## src/rtl/bp_nonsynth_host_mmio.sv

```systemverilog
// Host MMIO endpoint: in-order command queue, single response register, getchar/putchar FIFOs,
// per-core finish/pass tracking, a free-running cycle counter and an illegal-domain counter.
module bp_nonsynth_host_mmio #(
  parameter int unsigned paddr_width_p          = 40,
  parameter int unsigned cce_block_width_p      = 128,
  parameter int unsigned num_core_p             = 2,
  parameter int unsigned dword_width_p          = 64,
  parameter int unsigned mem_hdr_width_p        = 64,
  parameter int unsigned host_max_outstanding_p = 8,
  parameter int unsigned getchar_els_p          = 4,
  parameter int unsigned putch_els_p            = 8,
  parameter bit          finish_first_only_p    = 1'b1,
  localparam int unsigned cce_mem_msg_width_lp  = mem_hdr_width_p + cce_block_width_p,
  localparam int unsigned lg_num_core_lp        = (num_core_p > 1) ? $clog2(num_core_p) : 1
) (
  input  logic                            clk_i,
  input  logic                            reset_i,
  input  logic [cce_mem_msg_width_lp-1:0] io_cmd_i,
  input  logic                            io_cmd_v_i,
  output logic                            io_cmd_ready_o,
  output logic [cce_mem_msg_width_lp-1:0] io_resp_o,
  output logic                            io_resp_v_o,
  input  logic                            io_resp_yumi_i,
  input  logic [7:0]                      getchar_data_i,
  input  logic                            getchar_v_i,
  output logic                            getchar_ready_o,
  output logic                            putch_global_o,
  output logic [lg_num_core_lp-1:0]       putch_core_o,
  output logic [7:0]                      putch_data_o,
  output logic                            putch_v_o,
  input  logic                            putch_yumi_i,
  output logic [num_core_p-1:0]           finish_o,
  output logic [num_core_p-1:0]           pass_o,
  output logic                            all_finished_o,
  output logic [15:0]                     illegal_cnt_o
);

  localparam int unsigned cmd_pw_lp = (host_max_outstanding_p > 1) ? $clog2(host_max_outstanding_p) : 1;
  localparam int unsigned cmd_cw_lp = $clog2(host_max_outstanding_p + 1);
  localparam int unsigned gc_pw_lp  = (getchar_els_p > 1) ? $clog2(getchar_els_p) : 1;
  localparam int unsigned gc_cw_lp  = $clog2(getchar_els_p + 1);
  localparam int unsigned pc_pw_lp  = (putch_els_p > 1) ? $clog2(putch_els_p) : 1;
  localparam int unsigned pc_cw_lp  = $clog2(putch_els_p + 1);
  localparam int unsigned pc_w_lp   = 1 + lg_num_core_lp + 8;

  // ---------------- command FIFO ----------------
  logic [cce_mem_msg_width_lp-1:0] r_cmd_mem [host_max_outstanding_p];
  logic [cmd_pw_lp-1:0]            r_cmd_wptr, r_cmd_rptr;
  logic [cmd_cw_lp-1:0]            r_cmd_cnt;
  logic                            w_cmd_enq, w_head_v, w_deq;
  logic [cce_mem_msg_width_lp-1:0] w_head;

  assign io_cmd_ready_o = (r_cmd_cnt != cmd_cw_lp'(host_max_outstanding_p));
  assign w_cmd_enq      = io_cmd_v_i & io_cmd_ready_o;
  assign w_head_v       = (r_cmd_cnt != '0);
  assign w_head         = r_cmd_mem[r_cmd_rptr];

  always_ff @(posedge clk_i) begin
    if (w_cmd_enq) r_cmd_mem[r_cmd_wptr] <= io_cmd_i;
  end

  always_ff @(posedge clk_i) begin
    if (reset_i) begin
      r_cmd_wptr <= '0;
      r_cmd_rptr <= '0;
      r_cmd_cnt  <= '0;
    end else begin
      if (w_cmd_enq) begin
        r_cmd_wptr <= (r_cmd_wptr == cmd_pw_lp'(host_max_outstanding_p - 1)) ? '0
                    : r_cmd_wptr + cmd_pw_lp'(1);
      end
      if (w_deq) begin
        r_cmd_rptr <= (r_cmd_rptr == cmd_pw_lp'(host_max_outstanding_p - 1)) ? '0
                    : r_cmd_rptr + cmd_pw_lp'(1);
      end
      r_cmd_cnt <= r_cmd_cnt + cmd_cw_lp'(w_cmd_enq) - cmd_cw_lp'(w_deq);
    end
  end

  // ---------------- head decode ----------------
  logic [mem_hdr_width_p-1:0]      w_hdr;
  logic [paddr_width_p-1:0]        w_addr;
  logic [7:0]                      w_wbyte;
  logic [lg_num_core_lp-1:0]       w_core;
  logic                            w_core_ok, w_hi_zero, w_illegal;
  logic                            w_getc, w_putc, w_finish, w_putcore, w_cycle;
  logic                            w_unused_data;

  assign w_hdr         = w_head[mem_hdr_width_p-1:0];
  assign w_addr        = w_hdr[paddr_width_p-1:0];
  assign w_wbyte       = w_head[mem_hdr_width_p +: 8];
  assign w_unused_data = ^w_head[cce_mem_msg_width_lp-1:mem_hdr_width_p+8];
  assign w_core        = w_addr[3 +: lg_num_core_lp];
  assign w_core_ok     = (32'(w_core) < num_core_p);
  assign w_hi_zero     = (w_addr[paddr_width_p-1:32] == '0);
  assign w_illegal     = (w_addr[paddr_width_p-1 -: 3] != 3'b000);

  always_comb begin
    w_getc    = 1'b0;
    w_putc    = 1'b0;
    w_finish  = 1'b0;
    w_putcore = 1'b0;
    w_cycle   = 1'b0;
    if (!w_illegal) begin
      casez ({w_hi_zero, w_addr[31:0]})
        33'h1_0010_0000: w_getc    = 1'b1;
        33'h1_0010_1000: w_putc    = 1'b1;
        33'h1_0010_2???: w_finish  = 1'b1;
        33'h1_0010_3???: w_putcore = 1'b1;
        33'h1_0010_4000: w_cycle   = 1'b1;
        default: ;
      endcase
    end
  end

  // ---------------- getchar FIFO ----------------
  logic [7:0]          r_gc_mem [getchar_els_p];
  logic [gc_pw_lp-1:0] r_gc_wptr, r_gc_rptr;
  logic [gc_cw_lp-1:0] r_gc_cnt;
  logic                w_gc_push, w_gc_pop, w_gc_v;

  assign getchar_ready_o = (r_gc_cnt != gc_cw_lp'(getchar_els_p));
  assign w_gc_push       = getchar_v_i & getchar_ready_o;
  assign w_gc_v          = (r_gc_cnt != '0);
  assign w_gc_pop        = w_deq & w_getc & w_gc_v;

  always_ff @(posedge clk_i) begin
    if (w_gc_push) r_gc_mem[r_gc_wptr] <= getchar_data_i;
  end

  always_ff @(posedge clk_i) begin
    if (reset_i) begin
      r_gc_wptr <= '0;
      r_gc_rptr <= '0;
      r_gc_cnt  <= '0;
    end else begin
      if (w_gc_push) begin
        r_gc_wptr <= (r_gc_wptr == gc_pw_lp'(getchar_els_p - 1)) ? '0 : r_gc_wptr + gc_pw_lp'(1);
      end
      if (w_gc_pop) begin
        r_gc_rptr <= (r_gc_rptr == gc_pw_lp'(getchar_els_p - 1)) ? '0 : r_gc_rptr + gc_pw_lp'(1);
      end
      r_gc_cnt <= r_gc_cnt + gc_cw_lp'(w_gc_push) - gc_cw_lp'(w_gc_pop);
    end
  end

  // ---------------- putchar FIFO ----------------
  logic [pc_w_lp-1:0]  r_pc_mem [putch_els_p];
  logic [pc_pw_lp-1:0] r_pc_wptr, r_pc_rptr;
  logic [pc_cw_lp-1:0] r_pc_cnt;
  logic                w_pc_push, w_pc_pop, w_pc_full, w_wants_putch, w_stall;
  logic [pc_w_lp-1:0]  w_pc_din;

  assign w_pc_full     = (r_pc_cnt == pc_cw_lp'(putch_els_p));
  assign w_wants_putch = w_putc | (w_putcore & w_core_ok);
  // A character command at the head waits for FIFO space; nothing behind it may overtake.
  assign w_stall       = w_wants_putch & w_pc_full;
  assign w_deq         = w_head_v & (~io_resp_v_o | io_resp_yumi_i) & ~w_stall;
  assign w_pc_push     = w_deq & w_wants_putch;
  assign w_pc_din      = w_putc ? {1'b1, lg_num_core_lp'(0), w_wbyte} : {1'b0, w_core, w_wbyte};
  assign putch_v_o     = (r_pc_cnt != '0);
  assign w_pc_pop      = putch_v_o & putch_yumi_i;
  assign {putch_global_o, putch_core_o, putch_data_o} = r_pc_mem[r_pc_rptr];

  always_ff @(posedge clk_i) begin
    if (w_pc_push) r_pc_mem[r_pc_wptr] <= w_pc_din;
  end

  always_ff @(posedge clk_i) begin
    if (reset_i) begin
      r_pc_wptr <= '0;
      r_pc_rptr <= '0;
      r_pc_cnt  <= '0;
    end else begin
      if (w_pc_push) begin
        r_pc_wptr <= (r_pc_wptr == pc_pw_lp'(putch_els_p - 1)) ? '0 : r_pc_wptr + pc_pw_lp'(1);
      end
      if (w_pc_pop) begin
        r_pc_rptr <= (r_pc_rptr == pc_pw_lp'(putch_els_p - 1)) ? '0 : r_pc_rptr + pc_pw_lp'(1);
      end
      r_pc_cnt <= r_pc_cnt + pc_cw_lp'(w_pc_push) - pc_cw_lp'(w_pc_pop);
    end
  end

  // ---------------- response register and status ----------------
  logic [cce_mem_msg_width_lp-1:0] r_resp;
  logic                            r_resp_v;
  logic [cce_block_width_p-1:0]    w_rdata;
  logic [63:0]                     r_cycle;
  logic [num_core_p-1:0]           r_finish, r_pass;
  logic                            r_all_fin;
  logic [15:0]                     r_illegal;

  always_comb begin
    w_rdata = '0;
    if (w_getc) begin
      w_rdata[dword_width_p-1:0] = w_gc_v ? dword_width_p'(r_gc_mem[r_gc_rptr]) : '1;
    end else if (w_cycle) begin
      w_rdata[dword_width_p-1:0] = dword_width_p'(r_cycle);
    end
  end

  always_ff @(posedge clk_i) begin
    if (reset_i) begin
      r_resp_v <= 1'b0;
      r_resp   <= '0;
    end else if (w_deq) begin
      r_resp_v <= 1'b1;
      r_resp   <= {w_rdata, w_hdr};
    end else if (io_resp_yumi_i) begin
      r_resp_v <= 1'b0;
    end
  end

  always_ff @(posedge clk_i) begin
    if (reset_i) begin
      r_cycle   <= '0;
      r_finish  <= '0;
      r_pass    <= '0;
      r_all_fin <= 1'b0;
      r_illegal <= '0;
    end else begin
      r_cycle   <= r_cycle + 64'd1;
      r_all_fin <= r_all_fin | (&r_finish);
      if (w_deq && w_finish && w_core_ok) begin
        r_finish[w_core] <= 1'b1;
        if (!finish_first_only_p || !r_finish[w_core]) r_pass[w_core] <= (w_wbyte == 8'h00);
      end
      if (w_deq && w_illegal && (r_illegal != 16'hFFFF)) r_illegal <= r_illegal + 16'd1;
    end
  end

  assign io_resp_o      = r_resp;
  assign io_resp_v_o    = r_resp_v;
  assign finish_o       = r_finish;
  assign pass_o         = r_pass;
  assign all_finished_o = r_all_fin;
  assign illegal_cnt_o  = r_illegal;

endmodule

```

## config.mk

```make
export PLATFORM = sky130hd
export DESIGN_NAME = bp_nonsynth_host_mmio
export DESIGN_NICKNAME = d
export VERILOG_FILES = /design/src/rtl/bp_nonsynth_host_mmio.sv
export SDC_FILE = /design/constraint.sdc
export NUM_CORES = 1
export LEC_CHECK = 0
export CAP_MARGIN = 20
export CORE_ASPECT_RATIO = 0.8
export CORE_UTILIZATION = 55
export DETAILED_ROUTE_END_ITERATION = 16
export GPL_TIMING_DRIVEN = 1
export PLACE_DENSITY_LB_ADDON = 0.2
export SKIP_LAST_GASP = 1
export SLEW_MARGIN = 20
export SYNTH_ARGS = -nofsm -noshare
export SYNTH_HDL_FRONTEND = slang
export SYNTH_SLANG_ARGS = --single-unit
export TNS_END_PERCENT = 50
```

## constraint.sdc

```tcl
create_clock -name clk_i -period 17.94 [get_ports clk_i]
set_input_delay 1.794 -clock clk_i [delete_from_list [all_inputs] [get_ports clk_i]]
set_output_delay 1.794 -clock clk_i [all_outputs]
set_load 0.005 [all_outputs]
```

==> results of run 1 <==
final timing paths:
kind                                endpoint  slack (ns)
worst max register to register  r_cmd_cnt[2]       11.04
worst max-delay path            r_cmd_cnt[2]       11.04
worst min-delay path              r_cycle[0]        0.47
worst min register to register    r_cycle[0]        0.47
metrics by stage:
| stage | cell area [um^2] | instances |
|---|---|---|
| floorplan | 36500 | 2306 |
| global placement | 39400 | 3257 |
| detailed placement | 39400 | 3257 |
| CTS | 42300 | 3418 |
| global route | 42300 | 3420 |
| finish | 42300 | 3422 |
per-layer routing:
metal | vias to the layer above | track usage [%] | routed length (um) | share of wire [%]
met5 | - | 0 | 55 | 0.073
met4 | 8 | 5.64 | 1480 | 2.0
met3 | 122 | 4.60 | 4050 | 5.3
met2 | 491 | 37.2 | 37000 | 49
met1 | 10200 | 32.0 | 33200 | 44
li1 | 8985 | - | - | -
cells in the final DEF (no fill, tap or decap), types with 6 or more instances in the layout:
| cell | n |
|---|---|
| edfxtp_1 | 688 |
| clkdlybuf4s50_1 | 247 |
| dfxtp_1 | 246 |
| nor2_1 | 176 |
| mux4_2 | 165 |
| nand2_1 | 112 |
| a21oi_1 | 95 |
| o21ai_0 | 89 |
| clkbuf_16 | 89 |
| mux2i_1 | 81 |
| conb_1 | 64 |
| a211oi_1 | 44 |
| inv_1 | 37 |
| mux2_2 | 36 |
| nand3_1 | 34 |
| xor2_1 | 30 |
| xnor2_1 | 29 |
| ha_1 | 29 |
| buf_4 | 28 |
| clkbuf_1 | 26 |
| or3_1 | 24 |
| nand4_1 | 23 |
| nor3_1 | 19 |
| clkinv_2 | 14 |
| clkbuf_8 | 10 |
| and4_1 | 9 |
| nor2b_1 | 9 |
| and3_1 | 9 |
| a311oi_1 | 8 |
| clkinv_1 | 8 |
| nand2b_1 | 7 |
| nor4_1 | 7 |
| bufinv_16 | 7 |
| and2_1 | 6 |
| nor3_2 | 6 |
power breakdown:
group	internal (mW)	switching, mW
Clock	1.06	0.778
Combinational	0.762	0.782
Sequential	2.58	0.140
Total	4.40	1.70
flip-flops by register name (all words and copies together) (netlist names), 2 cells and up, named ones only:
register	flops
finish_o	2
illegal_cnt_o	16
io_resp_o	128
pass_o	2
r_cmd_cnt	4
r_cmd_mem	576
r_cmd_rptr	3
r_cmd_wptr	3
r_cycle	64
r_gc_cnt	3
r_gc_mem	32
r_gc_rptr	2
r_gc_wptr	2
r_pc_cnt	4
r_pc_mem	80
r_pc_rptr	3
r_pc_wptr	3
logic make-up (layout without fill, tap and decap cells):
kind of cell	Yosys count	in the layout	share of synthesized area [%]
AO/OA/AOI/OAI	254	254	4.05
flip-flops	937	937	70.6
buffers and inverters	214	476	3.17
XOR/XNOR	59	59	1.42
multiplexers	282	282	13.6
AND/OR/NAND/NOR	464	464	5.97
adder cells (fa/ha/maj)	32	32	1.16
other	1	68	0.0103
worst max-delay path: stages (launching register included):
cell and delay (ns):
dfxtp_4 0.57, buf_4 0.77, buf_4 0.86, mux4_2 0.61
mux2i_1 0.27, o211ai_1 0.16, nor4b_2 0.32, nand4_1 0.35
o41ai_2 0.95, inv_6 0.48, ha_1 0.44, inv_1 0.04
ha_1 0.20, fa_1 0.38, xnor2_1 0.18, nor2_1 0.05
layout make-up:
cell class / count / area [um^2]
diodes: 4 / 10.0
clock buffers: 125 / 2460
clock inverters: 36 / 379
fillers: 4457 / 22400
inverters: 38 / 148
multi-input cells: 1155 / 9850
flip-flops and latches: 937 / 25700
well taps: 850 / 1060
repair buffers: 277 / 2710
==> impl_metrics.tcl, run 1 <==
set metrics [dict create \
    end_kind "register" \
    cts_root_buf "clkbuf_16" \
    core-area_um2 64700 \
    rr_worst_depth 15 \
    cts.htree.levels 3 \
    irDropWorstVdd_mv 0.111 \
    routabilityCongestion 0.791 \
    yosysTopAreaCellShare_pct 56.9 \
    cts_buffer_depth 3 \
    num_rows 83 \
    syn_area_um2 36300 \
    clk_latency_ns 0.63 \
    finClkSkew_ns 0.0256 \
    critPathRequiredTime_ns 18.41 \
    post_cts_buffers 0 \
    p_total_mw 6.10 \
    post_cts_resized 0 \
    die_h_um 232 \
    synth_cell_type_count 52 \
    synth.avg_cell_area_um2 16.2 \
    clock-sinks 937 \
    start_util_pct 56.1 \
    synth_cells 2243 \
    cts_inserted_buffers 88 \
    drv_cap 0 \
    area_growth_pct 16.4 \
    routed_wl_mm 75.8 \
    cp-start-kind "register" \
    port-buffer-count 248 \
    setup_tns_ns 0 \
    die_area_um2 67100 \
    antenna_left 0 \
    final.min_clock_period_ns 6.90 \
    track_usage_pct 22.9 \
    ys_top_cells_by_area "edfxtp_1 57%, dfxtp_1 14%, mux4_2 10%, mux2i_1 2.2%, nor2_1 1.9%" \
    dp_slack_ns 10.87 \
    synth_commonest_cells "688 x edfxtp_1, 249 x dfxtp_1, 182 x nor2_1" \
    nets 2735 \
    setup_ws_ns 11.04 \
    min_path_type "register to register" \
    via_count 19800 \
    drc 0 \
    antenna_found_initial 7 \
    vias_per_cell 5.77 \
    drtIter0Drc 1430 \
    fmax_mhz 145 \
    fp.dieW_um 289 \
    hold_viol 0 \
    clk_pin_slew_ns 0.06 \
    synth_most_common_cell "edfxtp_1" \
    grt_pass1_wl_mm 116 \
    critPathMaxFanout 79 \
    routedWlPerCell_um 22.1 \
    grt-ovfl-total 0 \
    setup_viol 0 \
    p_leak_nw 13.7 \
    seq_area_frac_synth_pct 70.6 \
    maxSlewHeadroom_pct 23.2 \
    ctsHoldBuffers 0 \
    crit_type "register to register" \
    worst_slew_pin_slew_ns 1.15 \
    yosys.area.top_type "edfxtp_1" \
    ys_ff_latch 937 \
    min_from "r_cycle[0]" \
    hold_ws_ns 0.469 \
    synthFlopType "edfxtp_1" \
    cts_tree "built" \
    grt_setup_unrepaired "false" \
    fin_crit_sh_pct 38.5 \
    drt_pass1_iterations 5 \
    place_hpwl_mm 44.0 \
    ys_warn_count 0 \
    grt_pass1_vias 19700 \
    async_flop_share_pct 0 \
    powerDensity_nw_per_um2 144 \
    maxSlewViolCount 0 \
    min_path_cells 1 \
    cp.arrival_ns 7.37 \
    grt_max_degree 107 \
    ios 433 \
    utilization_pct 65.3 \
    drive_gt1_share_pct 15.1 \
    synth-edff-count 688 \
    status "completed" \
]
No activity file was read; power rests on OpenSTA's default activity.
==> inputs of run 2 (changes only) <==
--- a/config.mk
+++ b/config.mk
@@ -7,7 +7,7 @@
 export LEC_CHECK = 0
 export CAP_MARGIN = 20
 export CORE_ASPECT_RATIO = 0.8
-export CORE_UTILIZATION = 55
+export CORE_UTILIZATION = 50
 export DETAILED_ROUTE_END_ITERATION = 16
 export GPL_TIMING_DRIVEN = 1
 export PLACE_DENSITY_LB_ADDON = 0.2
==> constraint.sdc (replaced) <==
create_clock -name clk_i -period 6.3 [get_ports clk_i]
set_input_delay 0.63 -clock clk_i [delete_from_list [all_inputs] [get_ports clk_i]]
set_output_delay 0.63 -clock clk_i [all_outputs]
set_load 0.005 [all_outputs]
==> run 2 against run 1 <==
Net effect: clock power rose to 3.0 times the previous value; maximum frequency rose by 28%; flip-flop and latch count did not move; global-route usage fell by 1.8 points; wire length rose by 1.5%; first-iteration DRC count fell by 4.9%; setup slack got worse by 10 ns; non-clock buffer count rose by 22; combinational power rose to 2.8 times the previous value; sequential share of layout area fell by 0.66 points.
==> impl_metrics.tcl, run 2 (synthesized netlist as in run 1, its figures left out) <==
set metrics [dict create \
    setup_ws_ns 0.923 \
    routed_wl_mm 76.9 \
    core-area_um2 71200 \
    crit_type "register to register" \
    rr_worst_depth 14 \
    final.min_clock_period_ns 5.38 \
    cts_buffer_depth 3 \
    end_kind "register" \
    dp_slack_ns 0.784 \
    reg2reg_to "r_pc_cnt[2]" \
    drt_pass1_iterations 5 \
    rrSetupSlack_ns 0.92 \
    vias_per_cell 5.58 \
    final_cell_mix "688 x edfxtp_1, 247 x clkdlybuf4s50_1, 246 x dfxtp_1, 178 x nor2_1, 165 x mux4_2" \
    min_path_type "register to register" \
    num_rows 87 \
    ios 433 \
    maxSlewHeadroom_pct 30.3 \
    dp_cells 3362 \
    grt_util_met1_pct 27.8 \
    grt_max_degree 113 \
    grt_use_met3_pct 4.81 \
    busiest_layer "met2" \
    die_area_um2 73700 \
    area_growth_pct 17.7 \
    drive_gt1_share_pct 15.8 \
    setup_viol 0 \
    die_h_um 243 \
    post_dp_cell_area_um2 39700 \
    antenna_left 0 \
    p_total_mw 17.7 \
    utilization_pct 60.0 \
    stdcell_count 3538 \
    largest_reg_flops 576 \
    place_hpwl_mm 46.1 \
    port-buffer-count 248 \
    track_usage_pct 21.2 \
    fin_crit_sh_pct 85.3 \
    antenna_found_initial 11 \
    fp.dieW_um 303 \
    routedWlPerCell_um 21.7 \
    grt-ovfl-total 0 \
    drc 0 \
    cts_root_buf "clkbuf_16" \
    ctsHoldBuffers 0 \
    grt_pass1_wl_mm 118 \
    status "completed" \
    cts_inserted_buffers 90 \
    post_cts_resized 0 \
    critPathMaxFanout 53 \
    critPathRequiredTime_ns 6.79 \
    routabilityCongestion 0.783 \
    hold_viol 0 \
    layout_commonest_cell "edfxtp_1" \
    cp.arrival_ns 5.86 \
    clock-sinks 937 \
    endpoint "r_pc_cnt[2]" \
    cp-start-kind "register" \
    fin_area_um2 42700 \
    drv_cap 0 \
    grt_pass1_vias 20200 \
    largest_register "r_cmd_mem" \
    start_util_pct 51.0 \
    maxSlewViolCount 0 \
    post_cts_buffers 0 \
    clk_pin_slew_ns 0.06 \
    fmax_mhz 186 \
    cts.htree.levels 3 \
    worst_slew_pin_slew_ns 1.04 \
    n_fill_cell 5263 \
    p_leak_nw 13.9 \
    powerDensity_nw_per_um2 414 \
    grt_setup_unrepaired "false" \
    via_count 19700 \
    cts_tree "built" \
    drtIter0Drc 1360 \
    irDropWorstVdd_mv 0.265 \
    clk_latency_ns 0.64 \
    finClkSkew_ns 0.0253 \
    grt_use_met2_pct 35.2 \
    nets 2759 \
]
-- run 2: cell count changes in the layout (fill, tap and decap cells not counted), sizes merged, moves of 3 or more --
cell / previous run / this run
clkbuf: 125 / 117
diode: 4 / 7
inv: 39 / 45
buf: 30 / 52
clkinvlp: 4 / 8
bufinv: 7 / 10
-- run 2: final cells by class --
cell class | count | area (um^2) | area share [%]
diodes | 7 | 17.5 | 0.0410
clock buffers | 117 | 2480 | 5.79
clock inverters | 51 | 549 | 1.29
inverters | 38 | 148 | 0.345
multi-input cells | 1155 | 9840 | 23.0
flip-flops and latches | 937 | 25700 | 60.0
well taps | 934 | 1170 | 2.73
repair buffers | 299 | 2890 | 6.75
-- run 2: metal layers --
layer | wire length [um] | up-vias
li1 | - | 9046
met4 | 1730 | 12
met1 | 32300 | 10100
met5 | 78 | -
met2 | 38500 | 465
met3 | 4260 | 129
-- run 2: worst min path at each step --
stage	from	end	depth (start not counted)
after floorplan	r_cycle[0]	r_cycle[0]	1
after global placement	r_cycle[0]	r_cycle[0]	1
after detailed placement	r_cycle[0]	r_cycle[0]	1
after CTS	r_cycle[0]	r_cycle[0]	1
after global routing	r_cycle[0]	r_cycle[0]	1
final	r_cycle[0]	r_cycle[0]	1
-- run 2: critical path: stages, from the launching register on --
cell and delay, ns:
dfxtp_4 0.92, buf_4 0.80, mux4_2 0.59, mux2i_1 0.27, nor3b_1 0.23, nand4_1 0.34
nor4_2 0.77, inv_1 0.12, ha_1 0.31, inv_1 0.05, ha_1 0.15, inv_1 0.06
fa_1 0.37, xor2_1 0.16, nor2_1 0.05
-- run 2: per-stage QoR --
step                hold slack (ns)  TNS, ns
CTS                           0.465        0
floorplan                     0.430   -27.30
finish                        0.463        0
global route                  0.489        0
global placement              0.444        0
detailed placement            0.450        0
-- run 2: where the power goes --
group / switching, mW / internal (mW)
logic: 2.16 / 2.21
clock network: 2.28 / 3.20
registers: 0.515 / 7.34
==> inputs of run 3 (changes only) <==
--- a/config.mk
+++ b/config.mk
@@ -5,7 +5,6 @@
 export SDC_FILE = /design/constraint.sdc
 export NUM_CORES = 1
 export LEC_CHECK = 0
-export CAP_MARGIN = 20
 export CORE_ASPECT_RATIO = 0.8
 export CORE_UTILIZATION = 50
 export DETAILED_ROUTE_END_ITERATION = 16
==> results of run 3 <==
Same layout as run 2: the final DEF is identical, and so are final timing and power.
